--- config.mk ---
export PLATFORM = sky130hd
export DESIGN_NAME = mem_io_arbiter_flat
export DESIGN_NICKNAME = d
export VERILOG_FILES = /design/src/rtl/mio_pkg.sv /design/src/rtl/mem_io_arbiter_if.sv /design/src/rtl/mio_decode.sv /design/src/rtl/mem_io_arbiter.sv /design/src/flat_wrapper.sv
export SDC_FILE = /design/constraint.sdc
export NUM_CORES = 1
export LEC_CHECK = 0
export CORE_AREA = 2 2 135 137
export CTS_CLUSTER_DIAMETER = 120
export DETAILED_ROUTE_END_ITERATION = 6
export DIE_AREA = 0 0 137 139
export PLACE_DENSITY_LB_ADDON = 0.12
export SYNTH_ARGS = -nofsm -noshare
export SYNTH_HDL_FRONTEND = slang
export SYNTH_SLANG_ARGS = --single-unit
--- constraint.sdc ---
create_clock -name clock -period 2.95 [get_ports clock]
set_input_delay 0.59 -clock clock [delete_from_list [all_inputs] [get_ports clock]]
set_output_delay 0.59 -clock clock [all_outputs]
set_load 0.05 [all_outputs]
--- src/rtl/mio_pkg.sv ---
// rtl/mio_pkg.sv - shared state/access types and IO map constants for mem_io_arbiter
package mio_pkg;

  typedef enum logic [1:0] {
    ST_IDLE   = 2'd0,
    ST_ACCESS = 2'd1,
    ST_DONE   = 2'd2
  } state_t;

  typedef enum logic [1:0] {
    ACC_MEM      = 2'd0,
    ACC_LED      = 2'd1,
    ACC_SW       = 2'd2,
    ACC_UNMAPPED = 2'd3
  } access_t;

  localparam logic [21:0] IO_BASE = 22'h3FFFFF;
  localparam logic [9:0]  LED_OFS = 10'h060;
  localparam logic [9:0]  SW_OFS  = 10'h070;

endpackage

--- src/rtl/mem_io_arbiter_if.sv ---
// rtl/mem_io_arbiter_if.sv - requester-side req/gnt/done handshake bundle
interface mem_io_arbiter_if;
  logic        req;
  logic        we;
  logic [31:0] addr;
  logic [31:0] wdata;
  logic        gnt;
  logic        done;
  logic [31:0] rdata;

  modport master (output req, we, addr, wdata, input gnt, done, rdata);
  modport slave  (input req, we, addr, wdata, output gnt, done, rdata);
endinterface

--- src/rtl/mio_decode.sv ---
// rtl/mio_decode.sv - combinational address to access-type decode
module mio_decode #(
  parameter logic [21:0] IO_BASE = mio_pkg::IO_BASE,
  parameter logic [9:0]  LED_OFS = mio_pkg::LED_OFS,
  parameter logic [9:0]  SW_OFS  = mio_pkg::SW_OFS
) (
  input  logic [31:0]      i_addr,
  output mio_pkg::access_t o_acc
);
  import mio_pkg::*;

  // IO space is one 1 KiB page; only two offsets in it are backed by a device.
  always_comb begin
    o_acc = ACC_MEM;
    if (i_addr[31:10] == IO_BASE) begin
      if (i_addr[9:0] == LED_OFS)     o_acc = ACC_LED;
      else if (i_addr[9:0] == SW_OFS) o_acc = ACC_SW;
      else                            o_acc = ACC_UNMAPPED;
    end
  end
endmodule

--- src/rtl/mem_io_arbiter.sv ---
// rtl/mem_io_arbiter.sv - round-robin arbiter for the shared memory/LED/switch access path
module mem_io_arbiter #(
  parameter int          MEM_LAT = 1,
  parameter logic [21:0] IO_BASE = mio_pkg::IO_BASE,
  parameter logic [9:0]  LED_OFS = mio_pkg::LED_OFS,
  parameter logic [9:0]  SW_OFS  = mio_pkg::SW_OFS
) (
  input  logic            clock,
  input  logic            reset,
  mem_io_arbiter_if.slave m0,
  mem_io_arbiter_if.slave m1,
  output logic [31:0]     mem_addr,
  output logic [31:0]     mem_wdata,
  output logic            mem_we,
  input  logic [31:0]     mem_rdata,
  input  logic [15:0]     io_rdata,
  output logic [31:0]     io_wdata,
  output logic            led_cs,
  output logic            switch_cs
);
  import mio_pkg::*;

  // Counter value of the final memory cycle; with MEM_LAT=1 the counter stays at 0.
  localparam logic [3:0] LAT_LAST = 4'(MEM_LAT - 1);

  state_t      r_state;
  state_t      w_next_state;
  logic        r_last;
  logic        r_owner;
  logic        r_we;
  logic [31:0] r_addr;
  logic [31:0] r_wdata;
  logic [3:0]  r_cnt;
  logic [31:0] r_rdata0;
  logic [31:0] r_rdata1;

  access_t     w_acc;
  logic        w_owner_sel;
  logic        w_last_cycle;
  logic        w_any_req;
  logic [31:0] w_cap_data;

  mio_decode #(
    .IO_BASE (IO_BASE),
    .LED_OFS (LED_OFS),
    .SW_OFS  (SW_OFS)
  ) u_decode (
    .i_addr (r_addr),
    .o_acc  (w_acc)
  );

  assign w_any_req   = m0.req || m1.req;
  // A lone requester wins outright; on a tie the port that did not go last wins.
  assign w_owner_sel = (m0.req && m1.req) ? ~r_last : m1.req;

  // Next state and access strobes, all derived from latched state only.
  always_comb begin
    w_next_state = r_state;
    w_last_cycle = 1'b0;
    mem_addr     = '0;
    mem_wdata    = '0;
    mem_we       = 1'b0;
    io_wdata     = '0;
    led_cs       = 1'b0;
    switch_cs    = 1'b0;
    case (r_state)
      ST_IDLE: begin
        if (w_any_req) w_next_state = ST_ACCESS;
      end
      ST_ACCESS: begin
        if (w_acc == ACC_MEM) begin
          mem_addr     = r_addr;
          mem_wdata    = r_wdata;
          mem_we       = r_we && (r_cnt == 4'd0);
          w_last_cycle = (r_cnt == LAT_LAST);
        end else begin
          w_last_cycle = 1'b1;
          led_cs       = (w_acc == ACC_LED) && r_we;
          switch_cs    = (w_acc == ACC_SW) && !r_we;
          if ((w_acc == ACC_LED) && r_we) io_wdata = r_wdata;
        end
        if (w_last_cycle) w_next_state = ST_DONE;
      end
      ST_DONE: w_next_state = ST_IDLE;
      default: w_next_state = ST_IDLE;
    endcase
  end

  // Data returned to the owner: writes, LED reads and unmapped IO read as zero.
  always_comb begin
    w_cap_data = '0;
    if (!r_we) begin
      if (w_acc == ACC_MEM)     w_cap_data = mem_rdata;
      else if (w_acc == ACC_SW) w_cap_data = {16'h0, io_rdata};
    end
  end

  // State register.
  always_ff @(posedge clock) begin
    if (reset) r_state <= ST_IDLE;
    else       r_state <= w_next_state;
  end

  // Request latch, latency counter, read capture and round-robin history.
  always_ff @(posedge clock) begin
    if (reset) begin
      r_last   <= 1'b1;
      r_owner  <= 1'b0;
      r_we     <= 1'b0;
      r_addr   <= '0;
      r_wdata  <= '0;
      r_cnt    <= '0;
      r_rdata0 <= '0;
      r_rdata1 <= '0;
    end else begin
      case (r_state)
        ST_IDLE: begin
          if (w_any_req) begin
            r_owner <= w_owner_sel;
            r_we    <= w_owner_sel ? m1.we    : m0.we;
            r_addr  <= w_owner_sel ? m1.addr  : m0.addr;
            r_wdata <= w_owner_sel ? m1.wdata : m0.wdata;
            r_cnt   <= '0;
          end
        end
        ST_ACCESS: begin
          if (w_last_cycle) begin
            if (r_owner) r_rdata1 <= w_cap_data;
            else         r_rdata0 <= w_cap_data;
          end else begin
            r_cnt <= r_cnt + 4'd1;
          end
        end
        ST_DONE: r_last <= r_owner;
        default: ;
      endcase
    end
  end

  assign m0.gnt   = (r_state != ST_IDLE) && !r_owner;
  assign m1.gnt   = (r_state != ST_IDLE) &&  r_owner;
  assign m0.done  = (r_state == ST_DONE) && !r_owner;
  assign m1.done  = (r_state == ST_DONE) &&  r_owner;
  assign m0.rdata = r_rdata0;
  assign m1.rdata = r_rdata1;

endmodule

--- src/flat_wrapper.sv ---
// flat-port wrapper written by rule: the top's interface ports become plain ports
module mem_io_arbiter_flat import mio_pkg::*;
#(
  parameter int          MEM_LAT = 1,
  parameter logic [21:0] IO_BASE = mio_pkg::IO_BASE,
  parameter logic [9:0]  LED_OFS = mio_pkg::LED_OFS,
  parameter logic [9:0]  SW_OFS  = mio_pkg::SW_OFS
)
  (clock, reset, mem_addr, mem_wdata, mem_we, mem_rdata, io_rdata, io_wdata, led_cs, switch_cs, m0_req, m0_we, m0_addr, m0_wdata, m0_gnt, m0_done, m0_rdata, m1_req, m1_we, m1_addr, m1_wdata, m1_gnt, m1_done, m1_rdata);
  mem_io_arbiter_if m0_i ();
  mem_io_arbiter_if m1_i ();
  input  logic clock;
  input  logic reset;
  output logic [31:0] mem_addr;
  output logic [31:0] mem_wdata;
  output logic mem_we;
  input  logic [31:0] mem_rdata;
  input  logic [15:0] io_rdata;
  output logic [31:0] io_wdata;
  output logic led_cs;
  output logic switch_cs;
  input wire logic [$bits(m0_i.req)-1:0] m0_req;
  input wire logic [$bits(m0_i.we)-1:0] m0_we;
  input wire logic [$bits(m0_i.addr)-1:0] m0_addr;
  input wire logic [$bits(m0_i.wdata)-1:0] m0_wdata;
  output wire logic [$bits(m0_i.gnt)-1:0] m0_gnt;
  output wire logic [$bits(m0_i.done)-1:0] m0_done;
  output wire logic [$bits(m0_i.rdata)-1:0] m0_rdata;
  input wire logic [$bits(m1_i.req)-1:0] m1_req;
  input wire logic [$bits(m1_i.we)-1:0] m1_we;
  input wire logic [$bits(m1_i.addr)-1:0] m1_addr;
  input wire logic [$bits(m1_i.wdata)-1:0] m1_wdata;
  output wire logic [$bits(m1_i.gnt)-1:0] m1_gnt;
  output wire logic [$bits(m1_i.done)-1:0] m1_done;
  output wire logic [$bits(m1_i.rdata)-1:0] m1_rdata;
  assign m0_i.req = m0_req;
  assign m0_i.we = m0_we;
  assign m0_i.addr = m0_addr;
  assign m0_i.wdata = m0_wdata;
  assign m0_gnt = m0_i.gnt;
  assign m0_done = m0_i.done;
  assign m0_rdata = m0_i.rdata;
  assign m1_i.req = m1_req;
  assign m1_i.we = m1_we;
  assign m1_i.addr = m1_addr;
  assign m1_i.wdata = m1_wdata;
  assign m1_gnt = m1_i.gnt;
  assign m1_done = m1_i.done;
  assign m1_rdata = m1_i.rdata;
  mem_io_arbiter #(.MEM_LAT(MEM_LAT), .IO_BASE(IO_BASE), .LED_OFS(LED_OFS), .SW_OFS(SW_OFS)) u_core (.clock(clock), .reset(reset), .m0(m0_i), .m1(m1_i), .mem_addr(mem_addr), .mem_wdata(mem_wdata), .mem_we(mem_we), .mem_rdata(mem_rdata), .io_rdata(io_rdata), .io_wdata(io_wdata), .led_cs(led_cs), .switch_cs(switch_cs));
endmodule
### Word level (Yosys, flattened, before mapping)

Index checks and enable logic that the tools add are counted.

* reduce and logical (&&, ||, !) cells: 21
* $add $sub $neg: 1
* bitwise operators: 2
* mux-type cells: 32
* eq/ne operators: 10

Operators by type and width (count)
* 32-bit 2-to-1 mux: 11
* 22-bit == test, second input constant: 1
* 10-bit by 7-bit == test with 1-bit output, second input constant: 2
* 16-bit 2-to-1 mux: 1
* 1-bit 2-to-1 mux: 12
* 3-bit AND reduction: 3
* 1-bit logical AND: 8
* 2-bit 2-to-1 mux: 4
* 4-bit 2-to-1 mux: 2
* 4-bit case mux with 2 select lines: 1
* 4-bit by 1-bit adder with 4-bit output, second input constant: 1
* 2-bit by 1-bit == test with 1-bit output, second input constant: 2
* 2-bit == test, second input constant: 2
* 2-bit logical NOT: 2
* 4-bit logical NOT: 1
* 2-bit != test, second input constant: 2
* 2-bit case mux with 2 select lines: 1
* 2-bit AND reduction: 2
* 2-bit nonzero test: 2
* 1-bit logical NOT: 2
* 2-bit by 1-bit != test with 1-bit output, second input constant: 1
* 1-bit inverter: 2
* 1-bit logical OR: 1

* word-level logic and storage cells: 75
* output and inout port bits: 167
* bits in registers: 137
* input bits: 182

### Depth between registers and ports, before layout

Gate-level depths: netlist (run 1).

* depth after elaboration: 10
* gate-level depth with buffers: 8
* depth with buffers taken out: 6

### Hierarchy

From an unflattened synthesis (run 1), not the netlist that was laid out.

* cell total of the unflattened synthesis: 764
* area, all modules: 7191.9 µm²

By module, submodules not included
* mem_io_arbiter: cells an instance 751, times used 1, sequential area each 2742.6 µm², area each 7096.8 µm²
* mio_decode: cells an instance 13, times used 1, sequential area each 0.0 µm², area each 95.1 µm²

### Least setup slack after synthesis (run 1)

No wires, ideal clock.

* kind: register to output
* start: register u_core.r_addr[25]
* end: output switch_cs
* slack: -0.299 ns
* cell stages (with the launch flop): 7
* data required time: 2.360 ns
* data arrival time: 2.659 ns
* cell sequence: dfxtp_1 -> nand4_1 -> nor4_2 -> buf_4 -> nand2_4 -> clkbuf_1 -> nor4_1

* longest elaborated chain between the ends: 6
* elaborated cells on any way between the ends: 7

RTL lines
* start, declared: line mem_io_arbiter.sv:31 `logic [31:0] r_addr;`
* start signal, assigned: line mem_io_arbiter.sv:121 `r_addr <= w_owner_sel ? m1.addr : m0.addr;`
* 22-bit == test (*): line mio_decode.sv:15 `if (i_addr[31:10] == IO_BASE) begin`
* 2-bit 2-to-1 mux (*): line mio_decode.sv:15
* 2-bit == test: line mem_io_arbiter.sv:79 `switch_cs = (w_acc == ACC_SW) && !r_we;`
* 1-bit logical AND: line mem_io_arbiter.sv:79
* 1-bit 2-to-1 mux (*): line mem_io_arbiter.sv:71 `if (w_acc == ACC_MEM) begin`
* 1-bit 2-to-1 mux (*): line mem_io_arbiter.sv:66 `case (r_state)`
* end, declared: line flat_wrapper.sv:21 `output logic switch_cs;`

Mark *: on every way between the ends. The rest lies on a longest branch, timed or not.

### Worst setup path in the final report (run 1)

* start: register u_core.r_addr[7]
* end: output io_wdata[11]

* longest elaborated chain between the ends: 9
* elaborated cells on any way between the ends: 11

RTL lines
* 10-bit by 7-bit == test with 1-bit output: line mio_decode.sv:17 `else if (i_addr[9:0] == SW_OFS) o_acc = ACC_SW;`
* 1-bit 2-to-1 mux: line mio_decode.sv:17
* 2-bit 2-to-1 mux (*): line mio_decode.sv:16 `if (i_addr[9:0] == LED_OFS) o_acc = ACC_LED;`
* 2-bit 2-to-1 mux (*): line mio_decode.sv:15
* 2-bit by 1-bit == test with 1-bit output: line mem_io_arbiter.sv:80 `if ((w_acc == ACC_LED) && r_we) io_wdata = r_wdata;`
* 1-bit logical AND: line mem_io_arbiter.sv:80
* 32-bit 2-to-1 mux: line mem_io_arbiter.sv:80
* 32-bit 2-to-1 mux (*): line mem_io_arbiter.sv:71
* 32-bit 2-to-1 mux (*): line mem_io_arbiter.sv:66
* end, declared: line flat_wrapper.sv:19 `output logic [31:0] io_wdata;`

Marks and branches as above.

==> results of run 1 <==
## logic make-up after synthesis
| group | share of synthesized area, % |
|---|---|
| flops | 41.5 |
| fa+ha+maj | 0.379 |
| simple gates | 19.1 |
| xor+xnor | 0.133 |
| buf+inv | 6.94 |
| mux | 10.0 |
| compound gates | 21.8 |
## metrics by stage
stage | cell area [um2] | TNS, ns | total power, mW
final | 11300 | 0 | 5.66
after global routing | 11300 | -0.0273 | 5.91
after CTS | 11100 | 0 | 5.69
after detailed placement | 10500 | 0 | 3.56
after global placement | 10500 | 0 | 3.55
after floorplan | 6610 | 0 | 2.95
## layout make-up
cell class	instances	area, um2
Multi-Input combinational cell	475	3560
Clock buffer	17	425
Fill cell	1533	6370
Clock inverter	15	166
Inverter	36	135
Timing Repair Buffer	374	3960
Tap cell	229	287
Sequential cell	137	2750
## layer usage
metal / routed length, um / vias up / global-route usage, %
met2: 11900 / 271 / 40.7
li1: - / 3334 / -
met1: 9530 / 3158 / 29.2
met3: 1750 / 35 / 6.21
met5: 0 / - / 0
met4: 543 / 0 / 9.50
## flip-flops by register name (all words and copies together) (netlist names)
| register | cells |
|---|---|
| u_core.r_addr | 32 |
| u_core.r_we | 1 |
| u_core.r_wdata | 32 |
| u_core.m1.rdata | 32 |
| u_core.r_state | 2 |
| u_core.r_cnt | 4 |
| u_core.r_owner | 1 |
| u_core.m0.rdata | 32 |
| u_core.r_last | 1 |
## final timing paths
check,from,end,slack (ns),cells after the start
max reg2reg,u_core.r_addr[30],u_core.m0.rdata[5],0.62,7
max,u_core.r_addr[7],io_wdata[11],0.09,8
min reg2reg,u_core.m1.rdata[3],u_core.m1.rdata[3],0.46,2
min,u_core.m1.rdata[3],u_core.m1.rdata[3],0.46,2
## Yosys cell counts (all sizes together)
cell type and number:
nor3 8, a21o 1, a211oi 66, nand2b 18, dfxtp 137, a32o 32
mux2 1, nor4 3, a21oi 6, o21a 1, and2 34, and3 64
buf 27, mux2i 65, nor4b 2, or4 1, a41oi 16, nand3 1
clkbuf 47, a21boi 1, a211o 1, nor3b 1, nor2b 1, nor2 79
inv 36, a221oi 32, a22oi 16, o21ai 2, ha 2, o211ai 1
nand2 12, nand4 7, xnor2 1
## power by group through the flow
stage | Combinational [mW] | Sequential, mW | Clock (mW)
2_1_floorplan | 0.669 | 2.29 | 0
3_3_place_gp | 1.38 | 2.17 | 0
3_5_place_dp | 1.39 | 2.17 | 0
4_1_cts | 1.39 | 2.13 | 2.17
5_1_grt | 1.49 | 2.16 | 2.27
6_report | 1.39 | 2.14 | 2.14
## critical path: cells and delay by family, from the launching register on
kind / cells / cell delay [ns]
DFF: 1 / 0.33
buffers and inverters: 3 / 0.47
and+or+nand+nor: 5 / 1.06
## what timing repair did
item,4_1_cts,5_1_grt
resized for setup,2,46
setup buffers,0,2
endpoints found under the setup margin,33,33
hold buffers,0,0
pin swaps,0,5
gates cloned,0,3
==> results.toml, run 1 <==
[run_status]
status = "completed"

[route]
drt-total-wl_um = 23800
drt_first_pass_iters = 4
wire_per_inst_um = 18.5
vias = 6798
via_per_inst = 5.30
drtIter0Drc = 296
drtAntennaViolNets = 0
drcViolationCount = 0

[yosys]
netlist_area_um2 = 6600
yosys.cell_types.count = 41
syn_area_per_cell_um2 = 9.14
synth_seq_area_share_pct = 41.5
yosys-top-cells-area = "dfxtp_1 42%, mux2i_1 9.9%, a211oi_1 7.5%"
yosysTopAreaCellShare_pct = 41.5
syn-num-nets = 906
synthCells = 722
ys.warnings.count = 0
synth_area_leader_cell = "dfxtp_1"
ys_ff_latch = 137

[power_and_ir_drop]
p_leak_nw = 4.63
p_clk_share_pct = 37.7
power_switching_mw = 1.79
p_seq_share_pct = 37.8
intPower_mw = 3.88
p_per_area_nw_per_um2 = 502
pwr-share-comb_pct = 24.5
p_sw_share_pct = 31.5
ir_drop_mv = 0.373

[placed_design]
hpwl_um = 17200
dpl_worst_slack_ns = 0.415
port_buffers = 348
placed_cells = 1246
gp_congestion = 0.828

[sta]
fmax_mhz = 350
setup_slack_ns = 0.0935
drv_slew = 0
finalWorstPathRequiredPeriod_ns = 2.86
rsz0062_at_grt = "true"
finalCritPeriodShare_pct = 96.8
whs_ns = 0.464
hold_viol = 0
setup_viol = 0
worst_clock_skew_ns = 0.00842
maxSlewHeadroom_pct = 21.9
worstMarginPinSlew_ns = 1.17

[die]
pin_count = 349
rows = 49
die_x_um = 137
initial_core_util_pct = 37.4
die_height_um = 139
core_area_um2 = 17700
dieArea_um2 = 19000

[finish]
synthToLayoutAreaGrowth_pct = 70.9
final_util_pct = 63.9
finalNonFillerCells = 1283
fin_nets = 1225
final_cell_mix = "248 x clkdlybuf4s50_1, 132 x dfxtp_1, 82 x buf_4, 78 x nor2_1, 66 x a211oi_1"
antenna_cells = 0
drive_gt1_share_pct = 20.4
layout_commonest_cell = "clkdlybuf4s50_1"

[global_route]
grt_pass1_wl_um = 35900
grt_max_degree = 68
grt_use_total_pct = 24.2
grt-ovfl-total = 0
grt_pass1_vias = 6530
antenna_found_initial = 0

[setup_path]
cp_cell_sequence = "nor4b_2 > and3_1 > nand2_2 > nor4b_4 > buf_6 > buf_6 > and2_4 > buf_12"
crit_top_cell = "buf_6"
slowest_stage = "dfxtp_1"
critical_path.max_stage_delay_ns = 0.33
path_max_fanout = 8
crit_arrival_ns = 2.27
crit_path_end_kind = "output pin"
crit_type = "flop to output pin"
cp.required_ns = 2.36
startpoint_type = "flop"

[clock_tree]
clkSinkCount = 137
clock_path_buffers = 2
cts_tree = "built"
root_buffer = "clkbuf_16"
clk_pin_slew_ns = 0.06
numCtsBuffers = 17
clk_latency_ns = 0.41
cts_max_level = 4

[flow_run]
maxCapViolCount = 0

[min_path]
hold_class = "flop to flop"
(Power assumes the default switching activity.)
==> run 2, diff against run 1 <==
--- a/config.mk
+++ b/config.mk
@@ -9,6 +9,7 @@
 export CTS_CLUSTER_DIAMETER = 120
 export DETAILED_ROUTE_END_ITERATION = 6
 export DIE_AREA = 0 0 137 139
+export GPL_ROUTABILITY_DRIVEN = 0
 export PLACE_DENSITY_LB_ADDON = 0.12
 export SYNTH_ARGS = -nofsm -noshare
 export SYNTH_HDL_FRONTEND = slang
==> results of run 2 <==
Final layout, timing and power as in run 1 (identical DEF).
==> run 3, diff against run 2 <==
--- a/config.mk
+++ b/config.mk
@@ -11,6 +11,7 @@
 export DIE_AREA = 0 0 137 139
 export GPL_ROUTABILITY_DRIVEN = 0
 export PLACE_DENSITY_LB_ADDON = 0.12
+export SETUP_SLACK_MARGIN = 0.15
 export SYNTH_ARGS = -nofsm -noshare
 export SYNTH_HDL_FRONTEND = slang
 export SYNTH_SLANG_ARGS = --single-unit
==> run 3 against run 2 <==
Die area stayed put. Largest cell class unchanged. Sequential power hardly changed. Combinational power barely moved. Largest power group unchanged. Via count down 0.43%. Critical path depth up 1. Clock-buffer cell count is the same. Clock power hardly changed. Worst hold slack barely moved.
==> results.toml, run 3 (synthesis gave the netlist of run 1 again) <==
[sta]
finalCritPeriodShare_pct = 97.2
drv_slew = 0
worstMarginPinSlew_ns = 0.960
finalSetupTns_ns = 0
whs_ns = 0.465
worst_clock_skew_ns = 0.00789
hold_viol = 0
finalWorstPathRequiredPeriod_ns = 2.87
fmax_mhz = 349
rsz0062_at_grt = "true"
setup_viol = 0
maxSlewHeadroom_pct = 35.5

[setup_path]
startpoint_type = "flop"
critical_path.max_stage_delay_ns = 0.33
cp.required_ns = 2.36
r2r-start = "u_core.r_addr[31]"
path_max_fanout = 8
r2r_cells = 8
crit_type = "flop to output pin"
r2r-end = "u_core.m0.rdata[5]"
crit_path_end_kind = "output pin"
rrSetupSlack_ns = 0.72
cp_cell_sequence = "nor4b_2 > and3_1 > nand2_2 > nor4b_4 > buf_6 > buf_12 > buf_16 > and2_4 > buf_12"
crit_arrival_ns = 2.28
crit_top_cell = "buf_12"
slowest_stage = "dfxtp_1"

[route]
drtAntennaViolNets = 0
via_per_inst = 5.21
wire_per_inst_um = 18.3
vias = 6769
drcViolationCount = 0
drt_first_pass_iters = 4
drt-total-wl_um = 23700
drtIter0Drc = 288

[die]
core_area_um2 = 17700
initial_core_util_pct = 37.4
dieArea_um2 = 19000
rows = 49
die_height_um = 139
die_x_um = 137
pin_count = 349

[finish]
multi_input_area_um2 = 3570
final_cell_mix = "248 x clkdlybuf4s50_1, 122 x dfxtp_1, 89 x buf_4, 78 x nor2_1, 66 x a211oi_1"
antenna_cells = 0
n_fill_cell = 1497
seq_area_um2 = 2760
synthToLayoutAreaGrowth_pct = 74.5
drive_gt1_share_pct = 22.6
layout_commonest_cell = "clkdlybuf4s50_1"
fin_nets = 1240

[global_route]
grt-ovfl-total = 0
grt_max_degree = 59
grt_use_total_pct = 24.5
grt_pass1_vias = 6665
grt_pass1_wl_um = 36400
antenna_found_initial = 0

[clock_tree]
cts_hold_buffers = 0
cts_tree = "built"
clkSinkCount = 137
clk_pin_slew_ns = 0.06
root_buffer = "clkbuf_16"
clk_latency_ns = 0.41
clock_path_buffers = 2
numCtsBuffers = 17
cts_max_level = 4

[min_path]
hold_class = "flop to flop"
holdPathEnd = "u_core.m1.rdata[4]"
min_path_cells = 2
min_from = "u_core.m1.rdata[4]"

[placed_design]
port_buffers = 348
hpwl_um = 17200

[power_and_ir_drop]
ir_drop_mv = 0.407
p_per_area_nw_per_um2 = 494
p_leak_nw = 4.74
power.total_mw = 5.69

[run_status]
status = "completed"

[flow_run]
maxCapViolCount = 0
## run 3: cell types whose count changed in the layout (fill, tap and decap cells not counted), sizes merged
cell	change
inv	+1
buf	+17
clkinv	-2
clkinvlp	+1
clkbuf	-2
## run 3: metal layers
metal | track usage, % | vias to the layer above | share of wire [%]
li1 | - | 3358 | -
met1 | 29.6 | 3118 | 40
met2 | 41.6 | 255 | 50
met3 | 5.96 | 38 | 7.1
met4 | 9.12 | 0 | 2.6
met5 | 0 | - | 0
## run 3: what timing repair did
action                                  4_1_cts  5_1_grt
gates resized for setup                      57       13
endpoints found under the setup margin       35       87
pin swaps                                     0        6
setup buffers                                12        3
gates cloned                                  4        0
## run 3: worst max-delay path by stage
stage	cells after the start	start	to
after floorplan	6	u_core.r_addr[25]	switch_cs
after global placement	7	u_core.r_addr[29]	io_wdata[2]
after detailed placement	7	u_core.r_addr[28]	io_wdata[5]
after CTS	9	u_core.r_addr[28]	io_wdata[11]
after global routing	9	u_core.r_addr[31]	io_wdata[11]
final	9	u_core.r_addr[9]	io_wdata[11]
## run 3: final cells by class
cell class | instances | area share, %
clock buffers | 17 | 3.69
clock inverters | 15 | 1.43
inverters | 36 | 1.17
multi-input cells | 475 | 31.0
flip-flops and latches | 137 | 24.0
well taps | 229 | 2.49
repair buffers | 389 | 36.3
## run 3: report_power, final
group	internal (mW)	leakage, nW	total (mW)	switching, mW
Clock	1.26	0.283	2.13	0.872
Sequential	2.02	1.13	2.15	0.130
Combinational	0.619	3.32	1.41	0.791
Total	3.90	4.74	5.69	1.79
## run 3: through the flow
step | setup WS (ns) | util, % | instances | instance area, um2
global placement | 0.414 | 59.5 | 1247 | 10500
finish | 0.0819 | 65.3 | 1298 | 11500
floorplan | 0.270 | - | 722 | 6610
detailed placement | 0.338 | 59.5 | 1247 | 10500
global route | -0.0490 | 65.3 | 1298 | 11500
CTS | 0.0241 | 64.9 | 1295 | 11500
## run 3: worst max-delay path: cells and delay by family, from the launching register on
family                 cells  cell delay, ns
buffers and inverters      4            0.53
DFF                        1            0.33
and+or+nand+nor            5            0.98
